==> src/rtl/stream_load_pkg.sv <==
`default_nettype none
// ============================================================================
// Module   : stream_load_pkg
// Brief    : Shared state encoding and mask helper for the stream load sequencer
// Revision : 1.0
// ============================================================================
package stream_load_pkg;

   typedef enum logic [1:0] {
      ST_IDLE   = 2'd0,
      ST_SELECT = 2'd1,
      ST_LOAD   = 2'd2,
      ST_DONE   = 2'd3
   } state_t;

   localparam int MAX_TARGETS = 32;
   localparam int MAX_TGT_W   = 5;

   typedef struct packed {
      logic [MAX_TGT_W-1:0]   idx;
      logic [MAX_TARGETS-1:0] rest;
   } lsb_t;

   // Index of the lowest set bit plus the mask with that bit cleared.
   function automatic lsb_t lowest_set_bit(input logic [MAX_TARGETS-1:0] mask);
      lsb_t res;
      res.idx  = '0;
      res.rest = mask;
      for (int i = MAX_TARGETS - 1; i >= 0; i--) begin
         if (mask[i]) res.idx = MAX_TGT_W'(i);
      end
      res.rest[res.idx] = 1'b0;
      return res;
   endfunction

endpackage
`default_nettype wire

==> src/rtl/counter_mod.sv <==
`default_nettype none
// ============================================================================
// Module   : counter_mod
// Brief    : Modulo-MOD up counter with synchronous clear and terminal flag
// Revision : 1.0
// ============================================================================
module counter_mod #(
   parameter int MOD   = 4,
   parameter int CNT_W = (MOD > 1) ? $clog2(MOD) : 1
) (
   input  logic             clk,
   input  logic             rst_n,
   input  logic             reset_count,
   input  logic             up,
   output logic [CNT_W-1:0] count,
   output logic             at_max
);

   localparam logic [CNT_W-1:0] C_LAST = CNT_W'(MOD - 1);

   logic [CNT_W-1:0] r_count;

   assign count  = r_count;
   assign at_max = (r_count == C_LAST);

   always_ff @(posedge clk or negedge rst_n) begin
      if (!rst_n) begin
         r_count <= '0;
      end else if (reset_count) begin
         r_count <= '0;
      end else if (up) begin
         r_count <= at_max ? '0 : r_count + CNT_W'(1);
      end
   end

endmodule
`default_nettype wire

==> src/rtl/stream_load_sequencer.sv <==
`default_nettype none
// ============================================================================
// Module   : stream_load_sequencer
// Brief    : Walks masked targets in ascending order, routing stream beats
//            into each target's row/col element write port
// Revision : 1.0
// ============================================================================
module stream_load_sequencer
   import stream_load_pkg::*;
#(
   parameter  int NUM_TARGETS    = 3,
   parameter  int NUM_ROWS       = 4,
   parameter  int NUM_COLS       = 5,
   parameter  int WIDTH          = 32,
   localparam int TGT_W          = (NUM_TARGETS > 1) ? $clog2(NUM_TARGETS) : 1,
   localparam int ROW_ADDR_WIDTH = (NUM_ROWS > 1) ? $clog2(NUM_ROWS) : 1,
   localparam int COL_ADDR_WIDTH = (NUM_COLS > 1) ? $clog2(NUM_COLS) : 1
) (
   input  logic                      clk,
   input  logic                      rst_n,
   input  logic                      start,
   input  logic                      abort,
   input  logic [NUM_TARGETS-1:0]    target_mask,
   output logic                      busy,
   output logic                      done,
   output logic                      target_done,
   output logic [TGT_W-1:0]          target_done_idx,
   output logic [TGT_W-1:0]          cur_target,
   output logic                      ds_next_data,
   input  logic [WIDTH-1:0]          ds_out,
   input  logic                      ds_valid,
   output logic [NUM_TARGETS-1:0]    write_sel,
   output logic [ROW_ADDR_WIDTH-1:0] write_row_addr,
   output logic [COL_ADDR_WIDTH-1:0] write_col_addr,
   output logic [WIDTH-1:0]          write_data
);

   state_t                   r_state;
   logic [NUM_TARGETS-1:0]   r_mask;
   logic [TGT_W-1:0]         r_cur_target;
   logic [TGT_W-1:0]         r_target_done_idx;
   logic                     r_busy;
   logic                     r_done;
   logic                     r_target_done;

   logic                     w_accept;
   logic                     w_clear;
   logic                     w_col_max;
   logic                     w_row_max;
   logic                     w_last;
   lsb_t                     w_lsb;
   logic                     w_unused_lsb;

   // abort wins over a coincident beat, so that beat is never written
   assign w_accept     = (r_state == ST_LOAD) && ds_valid && !abort;
   assign w_clear      = (r_state == ST_SELECT) || abort;
   assign w_last       = w_accept && w_col_max && w_row_max;
   assign w_lsb        = lowest_set_bit(MAX_TARGETS'(r_mask));
   assign w_unused_lsb = ^w_lsb;

   counter_mod #(.MOD(NUM_COLS), .CNT_W(COL_ADDR_WIDTH)) u_col_cnt (
      .clk         (clk),
      .rst_n       (rst_n),
      .reset_count (w_clear),
      .up          (w_accept),
      .count       (write_col_addr),
      .at_max      (w_col_max)
   );

   counter_mod #(.MOD(NUM_ROWS), .CNT_W(ROW_ADDR_WIDTH)) u_row_cnt (
      .clk         (clk),
      .rst_n       (rst_n),
      .reset_count (w_clear),
      .up          (w_accept && w_col_max),
      .count       (write_row_addr),
      .at_max      (w_row_max)
   );

   always_comb begin
      write_sel = '0;
      for (int i = 0; i < NUM_TARGETS; i++) begin
         write_sel[i] = w_accept && (r_cur_target == TGT_W'(i));
      end
   end

   assign ds_next_data    = (r_state == ST_LOAD);
   assign write_data      = ds_out;
   assign busy            = r_busy;
   assign done            = r_done;
   assign target_done     = r_target_done;
   assign target_done_idx = r_target_done_idx;
   assign cur_target      = r_cur_target;

   always_ff @(posedge clk or negedge rst_n) begin
      if (!rst_n) begin
         r_state           <= ST_IDLE;
         r_mask            <= '0;
         r_cur_target      <= '0;
         r_target_done_idx <= '0;
         r_busy            <= 1'b0;
         r_done            <= 1'b0;
         r_target_done     <= 1'b0;
      end else begin
         r_done        <= 1'b0;
         r_target_done <= 1'b0;
         if (abort && r_state != ST_IDLE) begin
            r_state <= ST_IDLE;
            r_mask  <= '0;
            r_busy  <= 1'b0;
         end else begin
            case (r_state)
               ST_IDLE: begin
                  if (start) begin
                     r_mask  <= target_mask;
                     r_busy  <= 1'b1;
                     r_state <= ST_SELECT;
                  end
               end
               ST_SELECT: begin
                  if (r_mask == '0) begin
                     r_done  <= 1'b1;
                     r_state <= ST_DONE;
                  end else begin
                     r_cur_target <= w_lsb.idx[TGT_W-1:0];
                     r_mask       <= w_lsb.rest[NUM_TARGETS-1:0];
                     r_state      <= ST_LOAD;
                  end
               end
               ST_LOAD: begin
                  if (w_last) begin
                     r_target_done     <= 1'b1;
                     r_target_done_idx <= r_cur_target;
                     if (r_mask != '0) begin
                        r_state <= ST_SELECT;
                     end else begin
                        r_done  <= 1'b1;
                        r_state <= ST_DONE;
                     end
                  end
               end
               ST_DONE: begin
                  r_busy  <= 1'b0;
                  r_state <= ST_IDLE;
               end
               default: r_state <= ST_IDLE;
            endcase
         end
      end
   end

endmodule
`default_nettype wire
==> config.mk <==
export PLATFORM = sky130hd
export DESIGN_NAME = stream_load_sequencer
export DESIGN_NICKNAME = d
export VERILOG_FILES = /design/src/rtl/stream_load_pkg.sv /design/src/rtl/counter_mod.sv /design/src/rtl/stream_load_sequencer.sv
export SDC_FILE = /design/constraint.sdc
export NUM_CORES = 1
export LEC_CHECK = 0
export BUFFER_PORTS_ARGS = -buffer_cell sky130_fd_sc_hd__buf_2
export CAP_MARGIN = 0
export CORE_MARGIN = 2
export CORE_UTILIZATION = 35
export CTS_CLUSTER_SIZE = 40
export DETAILED_ROUTE_END_ITERATION = 10
export GPL_TIMING_DRIVEN = 0
export MAX_ROUTING_LAYER = met4
export PLACE_DENSITY = 0.81
export RECOVER_POWER = 50
export SLEW_MARGIN = 20
export SYNTH_ARGS = -nofsm -noshare
export SYNTH_HDL_FRONTEND = slang
export SYNTH_SLANG_ARGS = --single-unit
==> constraint.sdc <==
create_clock -name clk -period 3 [get_ports clk]
set_clock_uncertainty 0.2 [all_clocks]
set_input_delay 0.15 -clock clk [delete_from_list [all_inputs] [get_ports clk]]
set_output_delay 0.15 -clock clk [all_outputs]
set_load 0.005 [all_outputs]
==> results of run 1 <==
repair_timing:
action	4_1_cts	5_1_grt
hold buffers	7	0
endpoints found under the hold margin	23	0
setup buffers	0	0
layout make-up:
| type | count | area [um2] |
|---|---|---|
| fillers | 341 | 1690 |
| multi-input cells | 70 | 512 |
| flip-flops and latches | 17 | 425 |
| repair buffers | 62 | 342 |
| plain buffers | 35 | 260 |
| well taps | 46 | 57.6 |
| clock buffers | 3 | 22.5 |
| inverters | 6 | 22.5 |
| clock inverters | 1 | 5.00 |
critical path: stages, from the launching register on:
cell and delay [ps]:
dfrtp_1 450, inv_1 150, ha_1 190, buf_6 130
nand2_2 140, nor4b_1 290, buf_2 160
per-stage QoR:
stage	hold slack, ps	utilization, %	power, mW	std cells
6_report	269	49.3	0.892	240
3_3_place_gp	-109	46.5	0.759	229
5_1_grt	290	49.3	0.980	240
4_1_cts	109	49.5	0.906	240
2_1_floorplan	-346	-	0.641	128
3_5_place_dp	-101	46.5	0.773	229
layout by cell type (no fill, tap or decap), types with 2 or more instances in the layout:
cell type	count
nor3_1	6
a21oi_2	2
dfrtp_1	17
mux2i_1	2
ha_1	8
inv_1	6
buf_2	53
nor2_1	4
a21oi_1	4
a32o_1	2
nor2b_1	3
o21ai_1	6
mux2_1	2
nand2b_1	2
nor4b_1	2
a211oi_1	3
nand3_1	2
buf_4	2
o211a_1	2
clkbuf_1	4
nand4_1	2
nand2_1	3
o21ai_0	3
dlygate4sd3_1	7
clkbuf_4	33
layer usage:
metal | vias up | global-route usage [%] | share of wire, %
met4 | 0 | 3.33 | 0.77
met1 | 512 | 16.0 | 41
met5 | - | - | 0
li1 | 553 | - | -
met3 | 3 | 2.70 | 8.0
met2 | 48 | 21.3 | 50
sequential cells by signal, indices dropped and copies added, names as in the netlist:
register / flops
u_row_cnt.count: 2
cur_target: 2
busy: 1
r_state: 2
u_col_cnt.count: 3
r_mask: 3
done: 1
target_done_idx: 2
target_done: 1
kinds of logic after synthesis:
kind of cell               Yosys count  share of synthesized area, %
DFF                                 17                          34.9
adders and majority gates            8                          8.21
AOI/OAI and AO/OA                   27                          15.1
buffers and inverters               41                          23.2
and+or+nand+nor                     31                          15.2
muxes                                4                          3.49
worst max-delay path by stage:
stage	start	end
floorplan	r_state[0]	target_done_idx[0]
global placement	r_state[0]	target_done_idx[0]
detailed placement	r_state[0]	target_done_idx[0]
CTS	r_state[0]	write_sel[1]
global route	r_state[0]	write_sel[1]
finish	r_state[0]	write_sel[2]
power groups by stage:
stage | logic, mW | clock network [mW] | registers, mW
CTS | 0.443 | 0.126 | 0.337
detailed placement | 0.431 | 0 | 0.342
floorplan | 0.309 | 0 | 0.332
finish | 0.433 | 0.121 | 0.338
global placement | 0.419 | 0 | 0.341
global route | 0.494 | 0.141 | 0.345
==> impl_metrics.tcl, run 1 <==
set metrics [dict create \
    min-delay-start "ds_out[20]" \
    p_switching_mw 0.357 \
    reg2reg_depth 6 \
    max_freq_ghz 0.466 \
    port_buffers 55 \
    syn_area_um2 1220 \
    clk_latency_ps 290 \
    yosys.cell_count.top_type "buf_4" \
    slew_headroom_pct 39.5 \
    firstDrtPassIters 4 \
    syn_to_final_growth_pct 35.0 \
    vias 1116 \
    hold_viol_final 0 \
    clkPwrFrac_pct 13.6 \
    numCtsBuffers 3 \
    cts_resized 0 \
    cts.sinks 17 \
    wirelength_um 2450 \
    grt_pass1_wl_um 4020 \
    dp_hpwl_um 2020 \
    postRouteAntennaNets 0 \
    rr_startpoint "r_state[0]" \
    grt_overflow_total 0 \
    drv_cap 0 \
    power.internal_mw 0.535 \
    min_path_cells 2 \
    fin_area_um2 1650 \
    drive_above_1_share_pct 48.5 \
    r2r-end "target_done_idx[0]" \
    routedWlPerCell_um 10.2 \
    regToRegSetupSlack_ps 1010 \
    synth-main-ff-cell "dfrtp_1" \
    fp-row-count 21 \
    synth_area_leader_cell "dfrtp_1" \
    die_area_um2 3970 \
    placed_area_um2 1550 \
    min_path_type "in2out" \
    drcViolationCount 0 \
    min_to "write_data[20]" \
    io_pins 88 \
    grt_pass1_vias 929 \
    power.leakage_nw 0.896 \
    p_seq_share_pct 37.9 \
    end_kind "output pin" \
    status "finished clean" \
    globalplace.congestion 0.825 \
    grt_max_degree 18 \
    start_util_pct 36.6 \
    synthArstFlopShare_pct 100 \
    setup_slack_ps 853 \
    setup-tns-final_ps 0 \
    criticalPathCategory "reg2out" \
    dieHeight_um 63.0 \
    cts_tree "built" \
    ys_seq_area_share_pct 34.9 \
    antenna_cells 0 \
    synth_area_leaders "dfrtp_1 (35%), buf_4 (20%), ha_1 (8.2%), nor3_1 (2.5%), o21ai_1 (2.5%)" \
    final-setup-viol-count 0 \
    tightest_slew_ps 907 \
    arrival_ps 1800 \
    cts.root.buffer_cell "clkbuf_4" \
    synth_seq_cells 17 \
    crit_path_start_kind "register" \
    post-route-period-util_pct 71.6 \
    p_sw_share_pct 40.0 \
    avgSynthCellArea_um2 9.53 \
    layout_min_cycle_time_ps 2150 \
    synth_edf_count 0 \
    yosys-top-cells-count "buf_4 (32), dfrtp_1 (17), ha_1 (8)" \
    core_area_um2 3340 \
    ys_warn_count 0 \
    grtUsageTotal_pct 12.9 \
    power_density_nw_per_um2 542 \
    irDropWorstVdd_uv 308 \
    dr.first_iter.drc_count 25 \
    worstPathRequired_ps 2650 \
    netlist_instances 128 \
    nets 243 \
    fp.dieW_um 63.0 \
    synthesis.nets 176 \
    clk_pin_slew_ps 90 \
    cts-htree-levels 1 \
    rsz0062_at_grt "false" \
    synth_top_area_share_pct 34.9 \
    combPwrFrac_pct 48.5 \
    via_per_inst 4.65 \
    clockBufferDepth 2 \
    drv_slew 0 \
    worstPathMaxFanout 8 \
    synthDistinctLibCells 36 \
    place_ws_ps 1010 \
    grt_antenna_before_repair 0 \
]
Power figures use the tool's default switching activity.
==> run 2, diff against run 1 <==
- PLACE_DENSITY: 0.81 -> 0.83
- clock period: 3 -> 1.73 ns (I/O delays scaled with it)
==> run 2 against run 1 <==
Effect of this change: count of clock-buffer cells in the layout did not move; combinational power rose by 140%; final cell count rose by 4.2%; sequential share of layout area fell by 2.6 points; setup slack got worse by 890 ps; the run now ends with negative setup slack left; largest cell class unchanged.
==> impl_metrics.tcl, run 2 (synthesis gave the netlist of run 1 again) <==
set metrics [dict create \
    dr.first_iter.drc_count 26 \
    critPathSlowestCell "dlygate4sd3_1" \
    nets 253 \
    final-setup-viol-count 3 \
    violations "negative setup slack" \
    wirelength_um 2930 \
    crit_chain "dlygate4sd3_1, buf_2, buf_4, nor4_1, buf_2" \
    arrival_ps 1480 \
    io_pins 88 \
    irDropWorstVdd_uv 666 \
    holdWs_ps 160 \
    vias 1159 \
    end_kind "output pin" \
    max_freq_ghz 0.565 \
    routedWlPerCell_um 11.7 \
    start_util_pct 36.6 \
    postRouteAntennaNets 0 \
    die_area_um2 3970 \
    drv_slew 0 \
    fp-row-count 21 \
    core_area_um2 3340 \
    numCtsBuffers 3 \
    via_per_inst 4.64 \
    setup-tns-final_ps -66.2 \
    layout_min_cycle_time_ps 1770 \
    rsz0062_at_grt "true" \
    globalplace.congestion 0.792 \
    worstPathMaxFanout 10 \
    cts_tree "built" \
    layoutNonFillerInstCount 250 \
    cts-htree-levels 1 \
    antenna_cells 0 \
    slew_headroom_pct 38.2 \
    drive_above_1_share_pct 60.8 \
    power_density_nw_per_um2 1000 \
    dp.cells 229 \
    post-route-period-util_pct 102 \
    worstPathRequired_ps 1440 \
    slowest_delay_ps 530 \
    clk_latency_ps 290 \
    dp_hpwl_um 2040 \
    dieHeight_um 63.0 \
    criticalPathCategory "in2out" \
    status "finished, violations left" \
    cpLargestDelayFamily "buffers and inverters" \
    grt_pass1_vias 1086 \
    setup_slack_ps -38.4 \
    cts.root.buffer_cell "clkbuf_4" \
    fin_util_pct 55.2 \
    layout_common_cells "buf_2 (54), clkbuf_4 (35), dfrtp_1 (15), buf_4 (12), dlygate4sd3_1 (7)" \
    grt_antenna_before_repair 0 \
    clockBufferDepth 2 \
    crit_buf_inv 4 \
    cpMostUsedCell "buf_2" \
    grt_overflow_total 0 \
    tightest_slew_ps 927 \
    drv_cap 0 \
    grt_max_degree 18 \
    min_path_type "in2out" \
    hold_viol_final 0 \
    port_buffers 55 \
    grt_pass1_wl_um 4700 \
    grtUsageTotal_pct 14.9 \
    fp.dieW_um 63.0 \
    drcViolationCount 0 \
    syn_to_final_growth_pct 51.1 \
    firstDrtPassIters 4 \
    crit_path_start_kind "primary input" \
    final_common_cell "buf_2" \
    power.leakage_nw 0.979 \
    cts.sinks 17 \
]
## run 2: power by group
part	total (mW)	internal, mW	switching (mW)
Sequential	0.602	0.489	0.113
Clock	0.217	0.0861	0.131
Combinational	1.03	0.516	0.510
## run 2: cell type report
cell class | instances | area (um2)
Clock inverter | 1 | 5.00
Multi-Input combinational cell | 70 | 619
Sequential cell | 17 | 428
Timing Repair Buffer | 74 | 438
Fill cell | 286 | 1490
Buffer | 33 | 248
Inverter | 6 | 25.0
Tap cell | 46 | 57.6
Clock buffer | 3 | 22.5
## run 2: final timing paths
path	to	slack, ps	depth (start not counted)	start
setup / recovery	write_sel[0]	-40	5	abort
hold / removal	write_data[17]	160	2	ds_out[17]
setup reg to reg	r_state[1]	-20	6	r_state[0]
hold reg to reg	target_done_idx[1]	320	1	target_done_idx[1]
max in group asynchronous	r_state[0]	460	2	rst_n
min in group asynchronous	u_row_cnt.count[1]	250	2	rst_n
## run 2: worst register-to-register path: stages, from the launching register on
cell and delay (ps):
dfrtp_2 440, inv_4 70, buf_6 100, ha_4 150, or2b_1 250, a221o_1 340, o21ai_1 130
## run 2: metal layers
layer  global-route usage, %  vias to the layer above  wire, um
met4                    3.06                        0        25
met5                       -                        -         0
met1                    17.1                      540      1200
met2                    25.9                       47      1530
li1                        -                      568         -
met3                    4.14                        4       176
## run 2: stage by stage
step                      setup slack, ps  instance area [um2]  total power [mW]
after floorplan                     -1.36                 1240              1.13
after global placement               -179                 1570              1.33
after detailed placement             -242                 1570              1.36
after CTS                           -6.00                 1780              1.78
after global routing                -75.1                 1840              1.99
final                               -38.4                 1840              1.85
## run 2: timing repair
action / CTS / global route
pin swaps: 5 / 2
gates cloned: 0 / 0
endpoints found under the hold margin: 23 / 0
resized for setup: 13 / 10
setup buffers: 9 / 3
endpoints found under the setup margin: 13 / 12
hold buffers: 7 / 0
==> run 3, diff against run 2 <==
- BUFFER_PORTS_ARGS: -buffer_cell sky130_fd_sc_hd__buf_2 -> -buffer_cell sky130_fd_sc_hd__clkbuf_2
- GPL_ROUTABILITY_DRIVEN: not set -> 0
==> run 3 against run 2 <==
Effect of this change: highest routed layer unchanged; die area did not move; final cell count did not move; critical path type is now reg2reg; design area fell by 0.75%; via count rose by 1.4%; count of clock-buffer cells in the layout did not move; global-route usage fell by 0.18 points; first-iteration DRC count rose by 23%; wire length rose by 1.4%; non-clock buffer count did not move; critical endpoint is now r_state[0]; the run still ends with negative setup slack left; register-to-register slack got worse by 30 ps.
==> impl_metrics.tcl, run 3 (synthesis gave the netlist of run 1 again) <==
set metrics [dict create \
    status "finished, violations left" \
    violations "negative setup slack" \
    fp.dieW_um 63.0 \
    worstPathMaxFanout 4 \
    post-route-period-util_pct 103 \
    grt_overflow_total 0 \
    power.internal_mw 1.07 \
    dieHeight_um 63.0 \
    power_mw 1.81 \
    worstPathRequired_ps 1750 \
    layout_common_cells "clkbuf_2 (41), clkbuf_4 (25), buf_4 (21), dfrtp_1 (15), clkbuf_1 (11)" \
    p_switching_mw 0.739 \
    critPathLaunch "r_state[1]" \
    rsz0062_at_grt "true" \
    slew_headroom_pct 36.6 \
    grt_pass1_vias 1059 \
    fp-row-count 21 \
    drv_slew 0 \
    setup_slack_ps -45.2 \
    criticalPathCategory "reg2reg" \
    layout_min_cycle_time_ps 1780 \
    die_area_um2 3970 \
    hold_viol_final 0 \
    final_common_cell "clkbuf_2" \
    tightest_slew_ps 951 \
    nets 253 \
    cts-htree-levels 1 \
    grt_pass1_wl_um 4550 \
    power_density_nw_per_um2 988 \
    drv_cap 0 \
    rr_startpoint "r_state[1]" \
    cts.sinks 17 \
    port_buffers 55 \
    power.leakage_nw 0.952 \
    fin_util_pct 54.8 \
    grt_max_degree 18 \
    final-setup-viol-count 4 \
    grtUsageTotal_pct 14.7 \
    io_pins 88 \
    p_seq_share_pct 33.5 \
    drcViolationCount 0 \
    dp_hpwl_um 2100 \
    numCtsBuffers 3 \
    irDropWorstVdd_uv 505 \
    end_kind "register" \
    core_area_um2 3340 \
    clkPwrFrac_pct 12.4 \
    combPwrFrac_pct 54.1 \
    routedWlPerCell_um 11.9 \
    clockBufferDepth 2 \
    fin_area_um2 1830 \
    syn_to_final_growth_pct 49.9 \
    start_util_pct 36.6 \
    crit_path_start_kind "register" \
    min-delay-start "abort" \
    min_path_type "in2reg" \
    cts.root.buffer_cell "clkbuf_4" \
    vias 1175 \
    firstDrtPassIters 7 \
    max_freq_ghz 0.563 \
    dr.first_iter.drc_count 32 \
    postRouteAntennaNets 0 \
    nFillCells 319 \
    drive_above_1_share_pct 54.9 \
    antenna_cells 0 \
    grt_antenna_before_repair 0 \
    placed_area_um2 1570 \
    clk_latency_ps 300 \
    p_sw_share_pct 40.9 \
    clk_pin_slew_ps 100 \
    cts_tree "built" \
    wirelength_um 2970 \
    arrival_ps 1800 \
    via_per_inst 4.70 \
]
==> run 3: cell count changes in the layout (fill, tap and decap cells not counted), sizes merged <==
cell         change
dlygate4sd3      +1
buf             -42
clkbuf          +41
==> run 3: power groups by stage <==
| stage | sequential, mW | clock [mW] | combinational, mW |
|---|---|---|---|
| CTS | 0.602 | 0.229 | 0.948 |
| floorplan | 0.583 | 0 | 0.550 |
| detailed placement | 0.607 | 0 | 0.763 |
| finish | 0.605 | 0.225 | 0.977 |
| global route | 0.624 | 0.247 | 1.07 |
| global placement | 0.603 | 0 | 0.732 |
==> run 3: layer usage <==
metal,vias up,track usage (%),wire [um]
met2,50,26.1,1610
met3,2,3.96,194
met5,-,-,0
met1,554,16.2,1160
met4,0,4.17,8
li1,569,-,-
==> run 3: worst paths after layout <==
kind	endpoint	slack [ps]	cells after the start
max	r_state[0]	-50	5
min in group asynchronous	u_col_cnt.count[1]	250	2
min reg2reg	busy	330	2
min	busy	40	4
max reg2reg	r_state[0]	-50	5
max in group asynchronous	r_state[0]	440	2
==> run 3: final cells by class <==
| cell class | count | area [um2] | share of cell area (%) |
|---|---|---|---|
| repair buffers | 74 | 424 | 23.2 |
| well taps | 46 | 57.6 | 3.15 |
| plain buffers | 33 | 245 | 13.4 |
| clock inverters | 1 | 5.00 | 0.274 |
| multi-input cells | 70 | 622 | 34.0 |
| inverters | 6 | 25.0 | 1.37 |
| flip-flops and latches | 17 | 428 | 23.4 |
| clock buffers | 3 | 22.5 | 1.23 |
==> run 3: timing repair <==
item / in CTS / in global routing
hold buffers: 8 / 0
pin swaps: 4 / 2
buffers inserted: 9 / 2
endpoints found under the setup margin: 13 / 11
endpoints found under the hold margin: 23 / 0
resized for setup: 13 / 10
==> run 3: critical path: stages, from the launching register on <==
cell and delay [ps]:
dfrtp_2 460, ha_4 210, buf_4 140, or2b_1 220
a221o_1 320, o21ai_1 150
==> run 3: metrics by stage <==
stage,TNS [ps],std cells,hold slack (ps),setup WS [ps]
floorplan,-2.71,128,-409,-1.36
global placement,-853,229,-159,-182
detailed placement,-1270,229,-155,-214
CTS,-140,248,31.2,-37.7
global route,-510,250,92.6,-95.5
finish,-87.8,250,44.4,-45.2
